File: src/rtl/mem_arb_pkg.sv
// Shared definitions for the instruction/data memory arbiter: FSM encoding,
// requester IDs and the full-word byte-enable constant.
package mem_arb_pkg;

  typedef enum logic [1:0] {
    IDLE   = 2'd0,
    ACCESS = 2'd1,
    DONE   = 2'd2
  } state_e;

  localparam logic REQ_I = 1'b0;
  localparam logic REQ_D = 1'b1;

  localparam logic [3:0] BE_ALL = 4'b1111;

endpackage

File: src/rtl/mem_wait_timer.sv
// Loadable 4-bit down-counter that paces each memory access; it parks at 0
// and reports zero so the arbiter knows when the memory data is valid.
module mem_wait_timer (
  input  logic       clk,
  input  logic       rst,
  input  logic       load,
  input  logic [3:0] value,
  output logic       zero
);

  logic [3:0] count_q, count_d;

  always_comb begin
    count_d = count_q;
    if (load) begin
      count_d = value;
    end else if (count_q != 4'd0) begin
      count_d = count_q - 4'd1;
    end
  end

  // NOTE: sequential state uses non-blocking assignments only, so every flop samples pre-edge values.
  always_ff @(posedge clk or posedge rst) begin
    if (rst) begin
      count_q <= 4'd0;
    end else begin
      count_q <= count_d;
    end
  end

  assign zero = (count_q == 4'd0);

endmodule

File: src/rtl/mem_arbiter.sv
// Shares one single-port word memory between instruction fetch and data
// ports: data-priority arbitration with a streak limit, programmable wait states.
module mem_arbiter
  import mem_arb_pkg::*;
#(
  parameter int ADDR_W      = 20,
  parameter int DATA_W      = 32,
  parameter int WAIT_CYCLES = 2,
  parameter int MAX_STREAK  = 4
) (
  input  logic              clk,
  input  logic              rst,
  input  logic              i_req,
  input  logic [ADDR_W-1:0] i_addr,
  output logic              i_ack,
  output logic [DATA_W-1:0] i_rdata,
  input  logic              d_req,
  input  logic              d_we,
  input  logic [3:0]        d_be,
  input  logic [ADDR_W-1:0] d_addr,
  input  logic [DATA_W-1:0] d_wdata,
  output logic              d_ack,
  output logic [DATA_W-1:0] d_rdata,
  output logic              mem_ce,
  output logic              mem_we,
  output logic [3:0]        mem_be,
  output logic [ADDR_W-1:0] mem_addr,
  output logic [DATA_W-1:0] mem_wdata,
  input  logic [DATA_W-1:0] mem_rdata
);

  localparam int STREAK_W = $clog2(MAX_STREAK + 1);
  localparam logic [STREAK_W-1:0] STREAK_MAX = STREAK_W'(MAX_STREAK);

  state_e              state_q, state_d;
  logic                win_q, win_d;
  logic [STREAK_W-1:0] streak_q, streak_d;
  logic                mem_ce_q, mem_ce_d, mem_we_q, mem_we_d;
  logic [3:0]          mem_be_q, mem_be_d;
  logic [ADDR_W-1:0]   mem_addr_q, mem_addr_d;
  logic [DATA_W-1:0]   mem_wdata_q, mem_wdata_d;
  logic                i_ack_q, i_ack_d, d_ack_q, d_ack_d;
  logic [DATA_W-1:0]   i_rdata_q, i_rdata_d, d_rdata_q, d_rdata_d;
  logic                timer_load, timer_zero, any_req, pick_i;

  mem_wait_timer u_timer (
    .clk   (clk),
    .rst   (rst),
    .load  (timer_load),
    .value (4'(WAIT_CYCLES)),
    .zero  (timer_zero)
  );

  assign any_req = i_req | d_req;
  // Instruction wins only when it is actually requesting and data either is
  // absent or has used up its streak allowance.
  assign pick_i  = i_req & (~d_req | (streak_q == STREAK_MAX));

  always_ff @(posedge clk or posedge rst) begin
    if (rst) begin
      state_q     <= IDLE;
      win_q       <= REQ_I;
      streak_q    <= '0;
      mem_ce_q    <= 1'b0;
      mem_we_q    <= 1'b0;
      mem_be_q    <= 4'b0000;
      mem_addr_q  <= '0;
      mem_wdata_q <= '0;
      i_ack_q     <= 1'b0;
      d_ack_q     <= 1'b0;
      i_rdata_q   <= '0;
      d_rdata_q   <= '0;
    end else begin
      state_q     <= state_d;
      win_q       <= win_d;
      streak_q    <= streak_d;
      mem_ce_q    <= mem_ce_d;
      mem_we_q    <= mem_we_d;
      mem_be_q    <= mem_be_d;
      mem_addr_q  <= mem_addr_d;
      mem_wdata_q <= mem_wdata_d;
      i_ack_q     <= i_ack_d;
      d_ack_q     <= d_ack_d;
      i_rdata_q   <= i_rdata_d;
      d_rdata_q   <= d_rdata_d;
    end
  end

  always_comb begin
    state_d = state_q;
    unique case (state_q)
      IDLE:    if (any_req) state_d = ACCESS;
      ACCESS:  if (timer_zero) state_d = DONE;
      DONE:    state_d = IDLE;
      default: state_d = IDLE;
    endcase
  end

  // NOTE: every signal gets a default before the case so no path leaves one unassigned (no latches).
  always_comb begin
    win_d       = win_q;
    streak_d    = streak_q;
    mem_ce_d    = mem_ce_q;
    mem_we_d    = mem_we_q;
    mem_be_d    = mem_be_q;
    mem_addr_d  = mem_addr_q;
    mem_wdata_d = mem_wdata_q;
    i_ack_d     = 1'b0;
    d_ack_d     = 1'b0;
    i_rdata_d   = i_rdata_q;
    d_rdata_d   = d_rdata_q;
    timer_load  = 1'b0;
    unique case (state_q)
      IDLE: begin
        if (!i_req) streak_d = '0;
        if (any_req) begin
          timer_load = 1'b1;
          mem_ce_d   = 1'b1;
          if (pick_i) begin
            win_d      = REQ_I;
            mem_addr_d = i_addr;
            mem_we_d   = 1'b0;
            mem_be_d   = BE_ALL;
            streak_d   = '0;
          end else begin
            win_d       = REQ_D;
            mem_addr_d  = d_addr;
            mem_we_d    = d_we;
            mem_be_d    = d_be;
            mem_wdata_d = d_wdata;
            if (i_req && streak_q != STREAK_MAX) streak_d = streak_q + STREAK_W'(1);
          end
        end
      end
      ACCESS: begin
        if (timer_zero) begin
          mem_ce_d = 1'b0;
          mem_we_d = 1'b0;
          mem_be_d = 4'b0000;
          if (win_q == REQ_I) begin
            i_ack_d   = 1'b1;
            i_rdata_d = mem_rdata;
          end else begin
            d_ack_d = 1'b1;
            if (!mem_we_q) d_rdata_d = mem_rdata;
          end
        end
      end
      default: ;
    endcase
  end

  assign i_ack     = i_ack_q;
  assign d_ack     = d_ack_q;
  assign i_rdata   = i_rdata_q;
  assign d_rdata   = d_rdata_q;
  assign mem_ce    = mem_ce_q;
  assign mem_we    = mem_we_q;
  assign mem_be    = mem_be_q;
  assign mem_addr  = mem_addr_q;
  assign mem_wdata = mem_wdata_q;

endmodule
File: config.mk
export PLATFORM = sky130hd
export DESIGN_NAME = mem_arbiter
export DESIGN_NICKNAME = d
export VERILOG_FILES = /design/src/rtl/mem_arb_pkg.sv /design/src/rtl/mem_wait_timer.sv /design/src/rtl/mem_arbiter.sv
export SDC_FILE = /design/constraint.sdc
export NUM_CORES = 1
export LEC_CHECK = 0
export CORE_MARGIN = 2
export CORE_UTILIZATION = 40
export CTS_BUF_LIST = sky130_fd_sc_hd__clkbuf_8
export DETAILED_ROUTE_END_ITERATION = 10
export HOLD_SLACK_MARGIN = 0.12
export PLACE_DENSITY = 0.76
export RECOVER_POWER = 25
export SLEW_MARGIN = 20
export SYNTH_ARGS = -nofsm -noshare
export SYNTH_HDL_FRONTEND = slang
export SYNTH_SLANG_ARGS = --single-unit
File: constraint.sdc
create_clock -name clk -period 9.4 [get_ports clk]
set_input_delay 2.35 -clock clk [delete_from_list [all_inputs] [get_ports clk]]
set_output_delay 2.35 -clock clk [all_outputs]
set_load 0.03 [all_outputs]
After elaboration in Yosys (flattened, before gate mapping):

Cells that the tools add are included.

* register bits: 134
* logic and storage cells: 68
* output and inout bits: 124
* bits of input ports: 113

* mux-type cells: 29
* eq/ne operators: 5
* bitwise operators: 7
* add/subtract/negate cells: 2
* reduce and logical (&&, ||, !) cells: 12

Operators with widths (number)
* $mux 20: 1
* $mux 4: 5
* $mux 1: 13
* $mux 3: 4
* $reduce_and 3->1: 3
* $pmux 4 s2: 1
* $logic_not 4->1: 1
* $mux 2: 2
* $ne 2x2->1 const B: 2
* $not 1->1: 4
* $pmux 1 s2: 2
* $pmux 2 s2: 1
* $reduce_and 2->1: 2
* $reduce_and 4->1: 1
* $reduce_bool 2->1: 2
* $reduce_bool 4->1: 1
* $sub 4x1->4 const B: 1
* $add 3x1->3 const B: 1
* $eq 3x3->1 const B: 1
* $ne 3x3->1 const B: 1
* $eq 2x1->1 const B: 1
* $logic_not 2->1: 1
* $or 1x1->1: 2
* $and 1x1->1: 1
* $logic_and 1x1->1: 1

Logic depth before layout (Yosys ltp):

* word-level depth: 6
* mapped depth: 7
* depth with buffers taken out: 5

Cells and area by module:

Synthesis repeated with hierarchy kept, for this count alone.

* cells, all modules: 410
* area total of the unflattened synthesis: 5525.3 µm²

Modules (own cells, without submodules)
* mem_arbiter: cells an instance 387, area each 5288.8 µm², seq. area each 3253.1 µm², instances 1
* mem_wait_timer: cells an instance 23, area each 236.5 µm², seq. area each 100.1 µm², instances 1

Least setup slack after synthesis:

OpenSTA, ideal clock, no wires.

* path kind: input-to-reg
* start: input i_req
* end: register mem_wdata_q[10] (netlist: mem_wdata[10])
* path buffers: 2
* stages on the path: 5
* path slack: 5845 ps
* library setup time: 125 ps
* data arrival time: 3430 ps
* required time: 9275 ps
* cells stage by stage: clkbuf_1 -> nand3_1 -> nand3_1 -> buf_2 -> mux2_2

* longest elaborated chain between the ends: 3
* elaborated cells between the ends (all ways): 4
* those cells by class: 3 x bitwise; 1 x reduce/logical

Ends and longest elaborated chain
* start: declaration: line mem_arbiter.sv:13 `input logic i_req,`
* $and 1x1->1: line mem_arbiter.sv:57 `assign pick_i = i_req & (~d_req | (streak_q == STREAK_MAX));`
* $not 1->1 (no line)
* $reduce_and 3->1 (no line) (*)
* end signal: assignment: line mem_arbiter.sv:81 `mem_wdata_q <= mem_wdata_d;`
* end: declaration: line mem_arbiter.sv:41 `logic [DATA_W-1:0] mem_wdata_q, mem_wdata_d;`

Every way passes the cells marked *; elsewhere a longest branch is shown, timed or not.
A chain may end at the register's enable or synchronous reset.

==> impl_summary.md <==
Run status
The flow ran to the end, but the final reports show violations. The checks that failed: max-capacitance violations, max-slew violations.

Routing
The total via count after detailed routing is 4,251. The number of vias per cell is 5.13. The number of DRC violations after detailed-routing iteration 0 is 262.

Once detail routing completed, the nets flagged for antenna violations numbered 0. In the final routed layout, each cell accounts on average for 16.8 um. The total routed wirelength is 13.9 mm.

The first TritonRoute pass finished after 5 iterations. The count of unresolved DRC violations after routing is 0.

Clock network
The number of setup buffers added after CTS is 0. The H-tree was split into 4 levels. Counting along the longest clock path gives a buffer depth of 2.

The clock transition time at the flip-flop clock pins of the worst setup and hold paths is 70 ps. The number of instances resized during post-cts repair is 0. The number of buffers inserted during clock tree synthesis is 17. The count of hold buffers inserted by post-cts repair is 0. The CTS tree is done. Counting every sink on the clock net gives 134.

The clock latency on the worst-skew pair is 420 ps. The root buffer cell chosen for the clock tree is sky130_fd_sc_hd__clkbuf_8.

Power
The worst-case vdd ir drop is 0.000207 V. The static leakage power is 0.00343 uW. The power density over cell area is 376 mW/mm^2.

Placement
Counting tap cells, the placed design contains a total of 796 instances. The pre-CTS setup slack is 4570 ps. At the end of routability-driven placement, the weighted congestion stood at 0.816.

The count of buffers inserted at the top-level ports is 236. Summed over all nets, the half-perimeter wirelength after detailed placement is 9.89 mm.

Floorplan
The number of placement rows is 42. For this configuration, the core starts out at a cell density of 41.2%. The die width is 121 um. The area of the core is 0.0133 sq mm. The total I/O pin count is 237.

The die area is 0.0147 sq mm. The vertical die dimension is 121 um.

Timing
For the pin with the worst max-slew slack, the measured transition is 2710 ps. The max-slew violation count was 98. Setup repair after global routing left no endpoint under its margin. The worst clock skew is 6.05 ps.

The clock period could shrink to 4990 ps. Timing would allow up to 201 MHz. The number of failing hold endpoints at the final stage is 0. After routing, the total negative slack on setup checks comes to 0 ps. Of the available clock period, the critical path in the final layout requires 53.0%.

The post-route worst hold slack is 496 ps. The final critical-path setup slack is 4410 ps. Measured against its own limit, the worst slew margin works out to -81.6%. The number of setup violations in the final report is 0.

Setup path
The launching element type of the critical path is an input port. The kind of critical path is in2async. The worst endpoint data arrival time is 5420 ps. Of all nets on the critical path, the largest fanout is 72.

STA classifies the critical path endpoint as an async pin. The required time of the critical path is 9840 ps.

Cells and area
The number of inserted diodes is 0. The count of cells in the finished layout, fillers not included, comes to 828. In the final design database the tool counted 756 nets. Of the cells placed in the final design, the portion with a size suffix greater than 1 is 20.6%. Leaving out fill and tap cells, the most frequent cell in the layout is sky130_fd_sc_hd__clkdlybuf4s50_1. The library cells used most frequently in the layout, excluding fill and tap cells, are sky130_fd_sc_hd__clkdlybuf4s50_1 (203), sky130_fd_sc_hd__dfrtp_1 (134), sky130_fd_sc_hd__mux2_2 (93). The area added between synthesis and finish is 53.0%.

Synthesis
The synthesized design contains 0 enable-type register cells. The portion of the post-synthesis area used by sequential elements is 61.0%. The average instance in the mapped netlist occupies 13.5 sq um. The proportion of synthesized flip-flops having asynchronous set or reset is 100%. During synthesis, Yosys emitted a total of 0 warnings.

The primary flip-flop cell chosen by synthesis mapping is sky130_fd_sc_hd__dfrtp_1. The flip-flop and latch count after synthesis is 134. The cell count after synthesis came out at 408.

The number of distinct library cells after synthesis is 33. The cell area that synthesis handed to floorplanning was 0.00549 sq mm. The net count after synthesis is 525.

GRT
The global-route congestion overflow total is 0. The global-route usage over all layers is 19.5%. The number of global-route vias before repair is 4,391. The first-pass GRT wire length is 22.3 mm. The initial antenna violation count came to 0.

The maximum number of pins on one net before global-route repair is 73.

Worst hold path
The worst hold path belongs to the class reg2reg.

Job
The max-capacitance violation count is 2.
worst max-delay path: stages:
cell and delay, ps:
sky130_fd_sc_hd__dlygate4sd3_1 550, sky130_fd_sc_hd__clkinvlp_2 1530, sky130_fd_sc_hd__buf_4 910
report_power, final:
group / leakage, uW / internal, uW / switching, uW
Sequential: 0.00163 / 855 / 152
Combinational: 0.00159 / 742 / 902
Clock: 0.000216 / 294 / 213
Total: 0.00343 / 1890 / 1270
flip-flops by register name (all words and copies together), names as in the netlist:
signal,flops
d_rdata,32
i_rdata,32
mem_wdata,32
mem_addr,20
mem_be,4
u_timer.count_q,4
streak_q,3
state_q,2
d_ack,1
i_ack,1
mem_ce,1
mem_we,1
win_q,1
synth_stat cells (2+ instances only):
cell                         n  area share (%)
sky130_fd_sc_hd__ha_1        4            0.91
sky130_fd_sc_hd__buf_2       6            0.55
sky130_fd_sc_hd__nor3_1      5            0.46
sky130_fd_sc_hd__and2_1      2            0.23
sky130_fd_sc_hd__a22oi_1     4            0.55
sky130_fd_sc_hd__o21ai_0    27             2.5
sky130_fd_sc_hd__nand4_1    22             2.5
sky130_fd_sc_hd__mux2_1      4            0.82
sky130_fd_sc_hd__nand2_1     5            0.34
sky130_fd_sc_hd__clkbuf_1   20             1.4
sky130_fd_sc_hd__a21oi_1     3            0.27
sky130_fd_sc_hd__buf_6       3            0.61
sky130_fd_sc_hd__mux2_2     93              19
sky130_fd_sc_hd__o21ai_1     3            0.27
sky130_fd_sc_hd__o211ai_1   20             2.7
sky130_fd_sc_hd__nand2b_1    3            0.34
sky130_fd_sc_hd__nand3_1    24             2.2
sky130_fd_sc_hd__dfrtp_1   134              61
sky130_fd_sc_hd__nand3b_1    2            0.27
sky130_fd_sc_hd__nor2_1      7            0.48
sky130_fd_sc_hd__inv_1       5            0.34
logic make-up after synthesis:
kind of cell,synth area share (%)
AND/OR/NAND/NOR,8.11
XOR/XNOR,0.159
AO/OA/AOI/OAI,6.72
buffers and inverters,3.01
adder cells (fa/ha/maj),0.911
multiplexers,20.1
flip-flops,61.0
metal layers:
layer / wire length, um / global-route usage, % / up-vias / part of all wire, %
met4: 211 / 7.04 / 0 / 1.5
met5: 0 / 0 / - / 0
met3: 1130 / 6.53 / 16 / 8.1
met1: 5750 / 24.7 / 2105 / 41
li1: - / - / 1946 / -
met2: 6790 / 31.4 / 184 / 49
cell type report:
cell class                 count  area [sq um]
inverter                       5          20.0
clock buffer                  18           248
timing repair buffer         242          2400
fill                        1040          4940
clock inverter                14           184
multi-input combinational    239          1980
sequential                   134          3350
tap                          176           220
path summary, 6_finish.rpt:
path,cells past startpoint,start,slack (ps),end
worst min register to register,1,d_rdata[24]$_DFFE_PP0P_,500,d_rdata[24]$_DFFE_PP0P_
max in group clk,4,i_req,4880,mem_be[1]$_DFFE_PP0P_
min in group asynchronous,2,rst,3130,mem_wdata[1]$_DFFE_PP0P_
worst max-delay path,3,rst,4410,mem_wdata[31]$_DFFE_PP0P_
worst min-delay path,1,d_rdata[24]$_DFFE_PP0P_,500,d_rdata[24]$_DFFE_PP0P_
worst max register to register,6,u_timer.count_q[0]$_DFFE_PP0P_,6050,i_rdata[17]$_DFFE_PP0P_
metrics by stage:
| step | instance area [sq um] | utilization [%] | power [uW] |
|---|---|---|---|
| floorplan | 5490 | - | 1970 |
| global placement | 7980 | 59.8 | 2620 |
| global route | 8410 | 63.0 | 3340 |
| finish | 8410 | 63.0 | 3160 |
| detailed placement | 7980 | 59.8 | 2670 |
| CTS | 8410 | 63.0 | 3190 |
(Power assumes the default switching activity.)
